$ cat config.mk
export PLATFORM = sky130hd
export DESIGN_NAME = serial_deserializer_flat
export DESIGN_NICKNAME = d
export VERILOG_FILES = /design/src/rtl/serial_deserializer_if.sv /design/src/rtl/serial_deserializer.sv /design/src/flat_wrapper.sv
export SDC_FILE = /design/constraint.sdc
export NUM_CORES = 1
export LEC_CHECK = 0
export BUFFER_PORTS_ARGS = -buffer_cell sky130_fd_sc_hd__buf_2
export CELL_PAD_IN_SITES_DETAIL_PLACEMENT = 1
export CELL_PAD_IN_SITES_GLOBAL_PLACEMENT = 1
export CORE_UTILIZATION = 34
export DETAILED_ROUTE_END_ITERATION = 12
export PLACE_DENSITY = 0.71
export SLEW_MARGIN = 40
export SYNTH_ARGS = -nofsm -noshare
export SYNTH_HDL_FRONTEND = slang
export SYNTH_SLANG_ARGS = --single-unit
$ cat constraint.sdc
create_clock -name clk -period 1.9 [get_ports clk]
set_input_delay 0.095 -clock clk [delete_from_list [all_inputs] [get_ports clk]]
set_output_delay 0.095 -clock clk [all_outputs]
set_load 0.02 [all_outputs]
$ cat src/rtl/serial_deserializer_if.sv
// Bundle of serial input, flush control and parallel valid/ready output
// for serial_deserializer. The link side drives master; the converter takes slave.
interface serial_deserializer_if #(
  parameter int WIDTH = 8
);
  localparam int CNT_W = $clog2(WIDTH + 1);

  logic             din_serial;
  logic             din_valid;
  logic             din_flush;
  logic [WIDTH-1:0] dout_parallel;
  logic [CNT_W-1:0] dout_count;
  logic             dout_valid;
  logic             dout_ready;
  logic             overflow;

  modport master (
    output din_serial, din_valid, din_flush, dout_ready,
    input  dout_parallel, dout_count, dout_valid, overflow
  );

  modport slave (
    input  din_serial, din_valid, din_flush, dout_ready,
    output dout_parallel, dout_count, dout_valid, overflow
  );
endinterface

$ cat src/rtl/serial_deserializer.sv
// Serial-to-parallel converter: gathers WIDTH qualified bits (or a flushed
// partial word) into a one-entry valid/ready output register.
module serial_deserializer #(
  parameter int WIDTH     = 8,
  parameter bit MSB_FIRST = 1'b1
) (
  input  logic                  clk,
  input  logic                  rst,
  serial_deserializer_if.slave  bus
);
  localparam int CNT_W = $clog2(WIDTH + 1);

  logic [WIDTH-1:0] sreg;
  logic [WIDTH-1:0] sreg_nxt;
  logic [WIDTH-1:0] word;
  logic [CNT_W-1:0] bcnt;
  logic [CNT_W-1:0] nbits;
  logic             complete;
  logic             emit;
  logic             can_load;

  // NOTE: every always_comb output gets a default first so no path leaves it
  // unassigned, which would infer a latch.
  always_comb begin
    sreg_nxt = sreg;
    if (bus.din_valid) begin
      sreg_nxt = MSB_FIRST ? {sreg[WIDTH-2:0], bus.din_serial}
                           : {bus.din_serial, sreg[WIDTH-1:1]};
    end
    nbits    = bcnt + CNT_W'(bus.din_valid);
    complete = bus.din_valid && (bcnt == CNT_W'(WIDTH - 1));
    emit     = complete || (bus.din_flush && (nbits != '0));
    can_load = !bus.dout_valid || bus.dout_ready;

    // LSB-first bits pile up at the top; a partial word must be right-aligned.
    word = sreg_nxt;
    if (!MSB_FIRST) begin
      word = sreg_nxt >> (CNT_W'(WIDTH) - nbits);
    end
  end

  // NOTE: sequential state uses non-blocking assignments so every register
  // samples the pre-edge values regardless of statement order.
  always_ff @(posedge clk or posedge rst) begin
    if (rst) begin
      sreg              <= '0;
      bcnt              <= '0;
      bus.dout_parallel <= '0;
      bus.dout_count    <= '0;
      bus.dout_valid    <= 1'b0;
      bus.overflow      <= 1'b0;
    end else begin
      bus.overflow <= emit && !can_load;

      // A dropped word still clears the assembly state.
      if (emit) begin
        sreg <= '0;
        bcnt <= '0;
      end else if (bus.din_valid) begin
        sreg <= sreg_nxt;
        bcnt <= bcnt + CNT_W'(1);
      end

      if (emit && can_load) begin
        bus.dout_parallel <= word;
        bus.dout_count    <= nbits;
        bus.dout_valid    <= 1'b1;
      end else if (bus.dout_ready) begin
        bus.dout_valid <= 1'b0;
      end
    end
  end
endmodule

$ cat src/flat_wrapper.sv
// flat-port wrapper written by rule: the top's interface ports become plain ports
module serial_deserializer_flat 
#(
  parameter int WIDTH     = 8,
  parameter bit MSB_FIRST = 1'b1
)
  (clk, rst, bus_din_serial, bus_din_valid, bus_din_flush, bus_dout_ready, bus_dout_parallel, bus_dout_count, bus_dout_valid, bus_overflow);
  serial_deserializer_if #(.WIDTH(WIDTH)) bus_i ();
  input  logic clk;
  input  logic rst;
  input wire logic [$bits(bus_i.din_serial)-1:0] bus_din_serial;
  input wire logic [$bits(bus_i.din_valid)-1:0] bus_din_valid;
  input wire logic [$bits(bus_i.din_flush)-1:0] bus_din_flush;
  input wire logic [$bits(bus_i.dout_ready)-1:0] bus_dout_ready;
  output wire logic [$bits(bus_i.dout_parallel)-1:0] bus_dout_parallel;
  output wire logic [$bits(bus_i.dout_count)-1:0] bus_dout_count;
  output wire logic [$bits(bus_i.dout_valid)-1:0] bus_dout_valid;
  output wire logic [$bits(bus_i.overflow)-1:0] bus_overflow;
  assign bus_i.din_serial = bus_din_serial;
  assign bus_i.din_valid = bus_din_valid;
  assign bus_i.din_flush = bus_din_flush;
  assign bus_i.dout_ready = bus_dout_ready;
  assign bus_dout_parallel = bus_i.dout_parallel;
  assign bus_dout_count = bus_i.dout_count;
  assign bus_dout_valid = bus_i.dout_valid;
  assign bus_overflow = bus_i.overflow;
  serial_deserializer #(.WIDTH(WIDTH), .MSB_FIRST(MSB_FIRST)) u_core (.clk(clk), .rst(rst), .bus(bus_i));
endmodule
==> metrics.md <==
| Metric | Value |
|---|---|
| Placed Area | `1618 um2` |
| Setup tns final | `-0.9839 ns` |
| CP Launch Type | `register` |
| DRC viols | `0` |
| Simple-Gate Fraction of Synth Area | `17.15%` |
| Layout cell share with drive strength beyond 1 | `47.30%` |
| Pre-CTS worst setup slack | `-0.09222 ns` |
| Clock skew | `0.002351 ns` |
| Max stage delay on crit path | `0.42 ns` |
| Root buffer cell | `clkbuf_8` |
| Worst Setup End Kind | `register` |
| Clock sink total | `26` |
| Buffers added on ports | `19` |
| Leakage | `0.8088 nW` |
| I/O Pins | `20` |
| Largest net degree at the start of global routing | `27` |
| CTS tree | `done` |
| Crit path launch | `u_core.bcnt[0]` |
| Critical path's top delay family | `flip-flops` |
| Cell area after layout | `1821 um2` |
| RSZ-0062 raised after global routing | `true` |
| Die area | `4314 um2` |
| Endpoints failing setup | `12` |
| CP Data Required Time | `2.03 ns` |
| Worst Tran Pin Value | `0.4745 ns` |
| Internal reg-to-reg setup slack | `-0.11 ns` |
| Slew Limit Fails | `0` |
| DRT antenna net count | `0` |
| Area Overhead vs Synth | `32.03%` |
| Seq cells post-synth | `26` |
| Vias/cell | `5.184` |
| Area of the multi-input gates | `744.5 um2` |
| Slowest cell on crit path | `dfrtp_1` |
| Worst-Skew Late Latency | `0.27 ns` |
| Gr usage total | `16.72%` |
| Post-synthesis xor/xnor area fraction | `3.811%` |
| Syn_nets | `122` |
| Critical path's most frequent cell | `ha_4` |
| Synth Area in Compound Gates | `15.70%` |
| Kind of critical path | `reg2reg` |
| Htree depth | `1` |
| Die Ht | `65.68 um` |
| Synth Area in Adders | `2.722%` |
| Gr ovfl total | `0` |
| Bufs on Longest Clock Path | `2` |
| Reg2Reg Capture Point | `u_core.bus.dout_parallel[2]` |
| CP bufs+invs | `1` |
| Mapped Avg Cell Area | `12.20 um2` |
| Hold path start | `bus_dout_ready` |
| Tcrit/Tclk final | `105.7%` |
| Largest family of logic cells by synthesized area | `simple AND/OR/NAND/NOR gates` |
| Cells after Synth | `113` |
| Global-route wire length before repair | `5451 um` |
| Yosys cell types | `30` |
| Final Worst Setup Slack | `-0.1084 ns` |
| Diode count | `0` |
| HPWL Detailed | `2341 um` |
| Nets@finish | `159` |
| Post-synthesis mux area share | `6.534%` |
| Tot Pwr | `2.735 mW` |
| Wire length per cell | `17.76 um` |
| Register area | `650.6 um2` |
| Routability cong. | `0.7694` |
| PwrDens | `1502 nW/um2` |
| Outcome | `finished with violations` |
| Starting DRT DRC Count | `67` |
| Row count | `22` |
| Worst-case reg-to-reg path depth | `7` |
| Hold Path Stages | `4` |
| Num CTS Buffers | `3` |
| Critical-path cell list | `ha_4 > ha_4 > xor2_4 > or3_4 > o31ai_4 > buf_6 > a221oi_2` |
| Hold Path Class | `in2reg` |
| Clk pin slew, worst setup/hold paths | `0.09 ns` |
| Fmax | `497.9 MHz` |
| Reg-to-Reg Start | `u_core.bcnt[0]` |
| Core area | `3771 um2` |
| Via count | `1016` |
| Synthesized area | `1379 um2` |
| Post-route minimum period | `2.008 ns` |
| MaxCap Viol Count | `0` |
| Fin. Hold Viols | `0` |
| Hold Path End | `u_core.bus.overflow` |
| Starting density of the core | `36.56%` |
| Failing checks | `negative setup slack` |
| CP max FO | `6` |
| Synth warn | `0` |
| Die X-Extent | `65.68 um` |
| Drt total wl | `3481 um` |
| Vias in the first global route | `1109` |
| Fill cells | `393` |
| Seq/Total Area, Yosys | `47.19%` |
| Slew HR | `67.46%` |
| Antenna violations before repair | `0` |
| Worst Path Arrival | `2.14 ns` |
| DRT Pass-1 Iters | `4` |
| Worst vdd ir | `0.0005789 V` |
-- synthesized netlist by cell type --
| master | n | area [um2] |
|---|---|---|
| nor3_1 | 4 | 20.02 |
| a221oi_2 | 8 | 120.1 |
| nor2b_1 | 1 | 6.260 |
| and4b_1 | 1 | 10.01 |
| nor3b_1 | 8 | 60.06 |
| buf_4 | 1 | 7.510 |
| o31a_1 | 1 | 8.760 |
| inv_1 | 12 | 45.04 |
| o21a_1 | 1 | 7.510 |
| nor2_1 | 2 | 7.510 |
| nand2b_1 | 1 | 6.260 |
| a221oi_1 | 1 | 8.760 |
| clkbuf_1 | 1 | 3.750 |
| mux2i_1 | 9 | 90.09 |
| xnor2_1 | 2 | 17.52 |
| nand2_1 | 2 | 7.510 |
| xor2_1 | 4 | 35.03 |
| o21a_2 | 2 | 17.52 |
| nor3_2 | 9 | 90.09 |
| nand3_1 | 1 | 5.000 |
| a22o_1 | 2 | 17.52 |
| dfrtp_1 | 26 | 650.6 |
| or3_4 | 1 | 11.26 |
| buf_2 | 1 | 5.000 |
| o21ai_0 | 3 | 15.01 |
| ha_1 | 3 | 37.54 |
| buf_6 | 3 | 33.78 |
| o31ai_4 | 1 | 21.27 |
| or3_1 | 1 | 6.260 |
| nand4_1 | 1 | 6.260 |
-- worst max-delay path by stage --
| stage | end | slack (ns) | cells after the start |
|---|---|---|---|
| final | u_core.bus.dout_parallel[2] | -0.11 | 7 |
| after global routing | u_core.bus.dout_parallel[2] | -0.18 | 7 |
| after CTS | u_core.bus.dout_parallel[5] | -0.08 | 8 |
| after detailed placement | u_core.bus.dout_parallel[2] | -0.09 | 7 |
| after global placement | u_core.bus.dout_parallel[6] | -0.04 | 7 |
| after floorplan | u_core.bus.dout_valid | -0.05 | 6 |
-- kinds of logic (layout without fill, tap and decap cells) --
logic type                 Yosys count  count (layout)
muxes                                9               9
AOI/OAI and AO/OA                   19              19
and+or+nand+nor                     32              32
adders and majority gates            3               3
xor gates and xnor gates             6               6
buffers and inverters               18              53
DFF                                 26              26
-- layout make-up --
| cell class | count | area share (%) |
|---|---|---|
| Inverter | 12 | 2.474 |
| Sequential cell | 26 | 35.74 |
| Clock buffer | 3 | 2.268 |
| Multi-Input combinational cell | 69 | 40.89 |
| Tap cell | 48 | 3.299 |
| Timing Repair Buffer | 38 | 15.33 |
-- per-stage QoR --
step,cells,hold WS [ns],utilization [%]
3_5_place_dp,188,0.1779,42.90
5_1_grt,196,0.1176,48.27
3_3_place_gp,188,0.1648,42.90
4_1_cts,195,0.09375,45.59
6_report,196,0.1018,48.27
2_1_floorplan,113,0.1350,-
-- per-layer routing --
layer  GRT usage (%)  routed length, um  vias to the layer above
li1                -                  -                      475
met1           22.08               1500                      522
met2           28.57               1889                       17
met3           2.257                 75                        2
met4           4.076                 16                        0
met5               0                  0                        -
-- placed cells by master (no fill, tap or decap), types with 2 or more instances in the layout --
master,Yosys,routed
ha_4,0,2
mux2i_1,9,9
inv_1,12,12
buf_6,3,7
xor2_1,4,3
nor3_2,9,5
buf_4,1,10
buf_2,1,19
o21a_2,2,2
a22o_1,2,2
nor2_1,2,2
nor3_4,0,6
a221oi_2,8,8
nor3_1,4,2
nor3b_1,8,8
nand2_1,2,2
dfrtp_1,26,26
clkbuf_8,0,3
-- registers in the layout, indices dropped and copies added (netlist names) --
name	flops
u_core.bus.dout_parallel	8
u_core.bus.dout_count	4
u_core.bus.overflow	1
u_core.bcnt	4
u_core.bus.dout_valid	1
u_core.sreg	8
-- power by group --
| part | internal (mW) | switching, mW |
|---|---|---|
| clock network | 0.142 | 0.172 |
| registers | 0.745 | 0.147 |
| logic | 0.742 | 0.789 |
| total | 1.63 | 1.11 |
-- timing repair --
action                                 CTS  global route
pin swaps                                7            12
setup endpoints to repair               24            24
endpoints found under the hold margin   26             0
gates resized for setup                  7            19
hold buffers                             1             0
buffers inserted                         3             1
-- tightest hold or removal path: stages --
cell	delay (ns)
buf_2	0.09
nor2b_1	0.05
o21ai_0	0.07
nor2_1	0.04
Power figures use the tool's default switching activity.
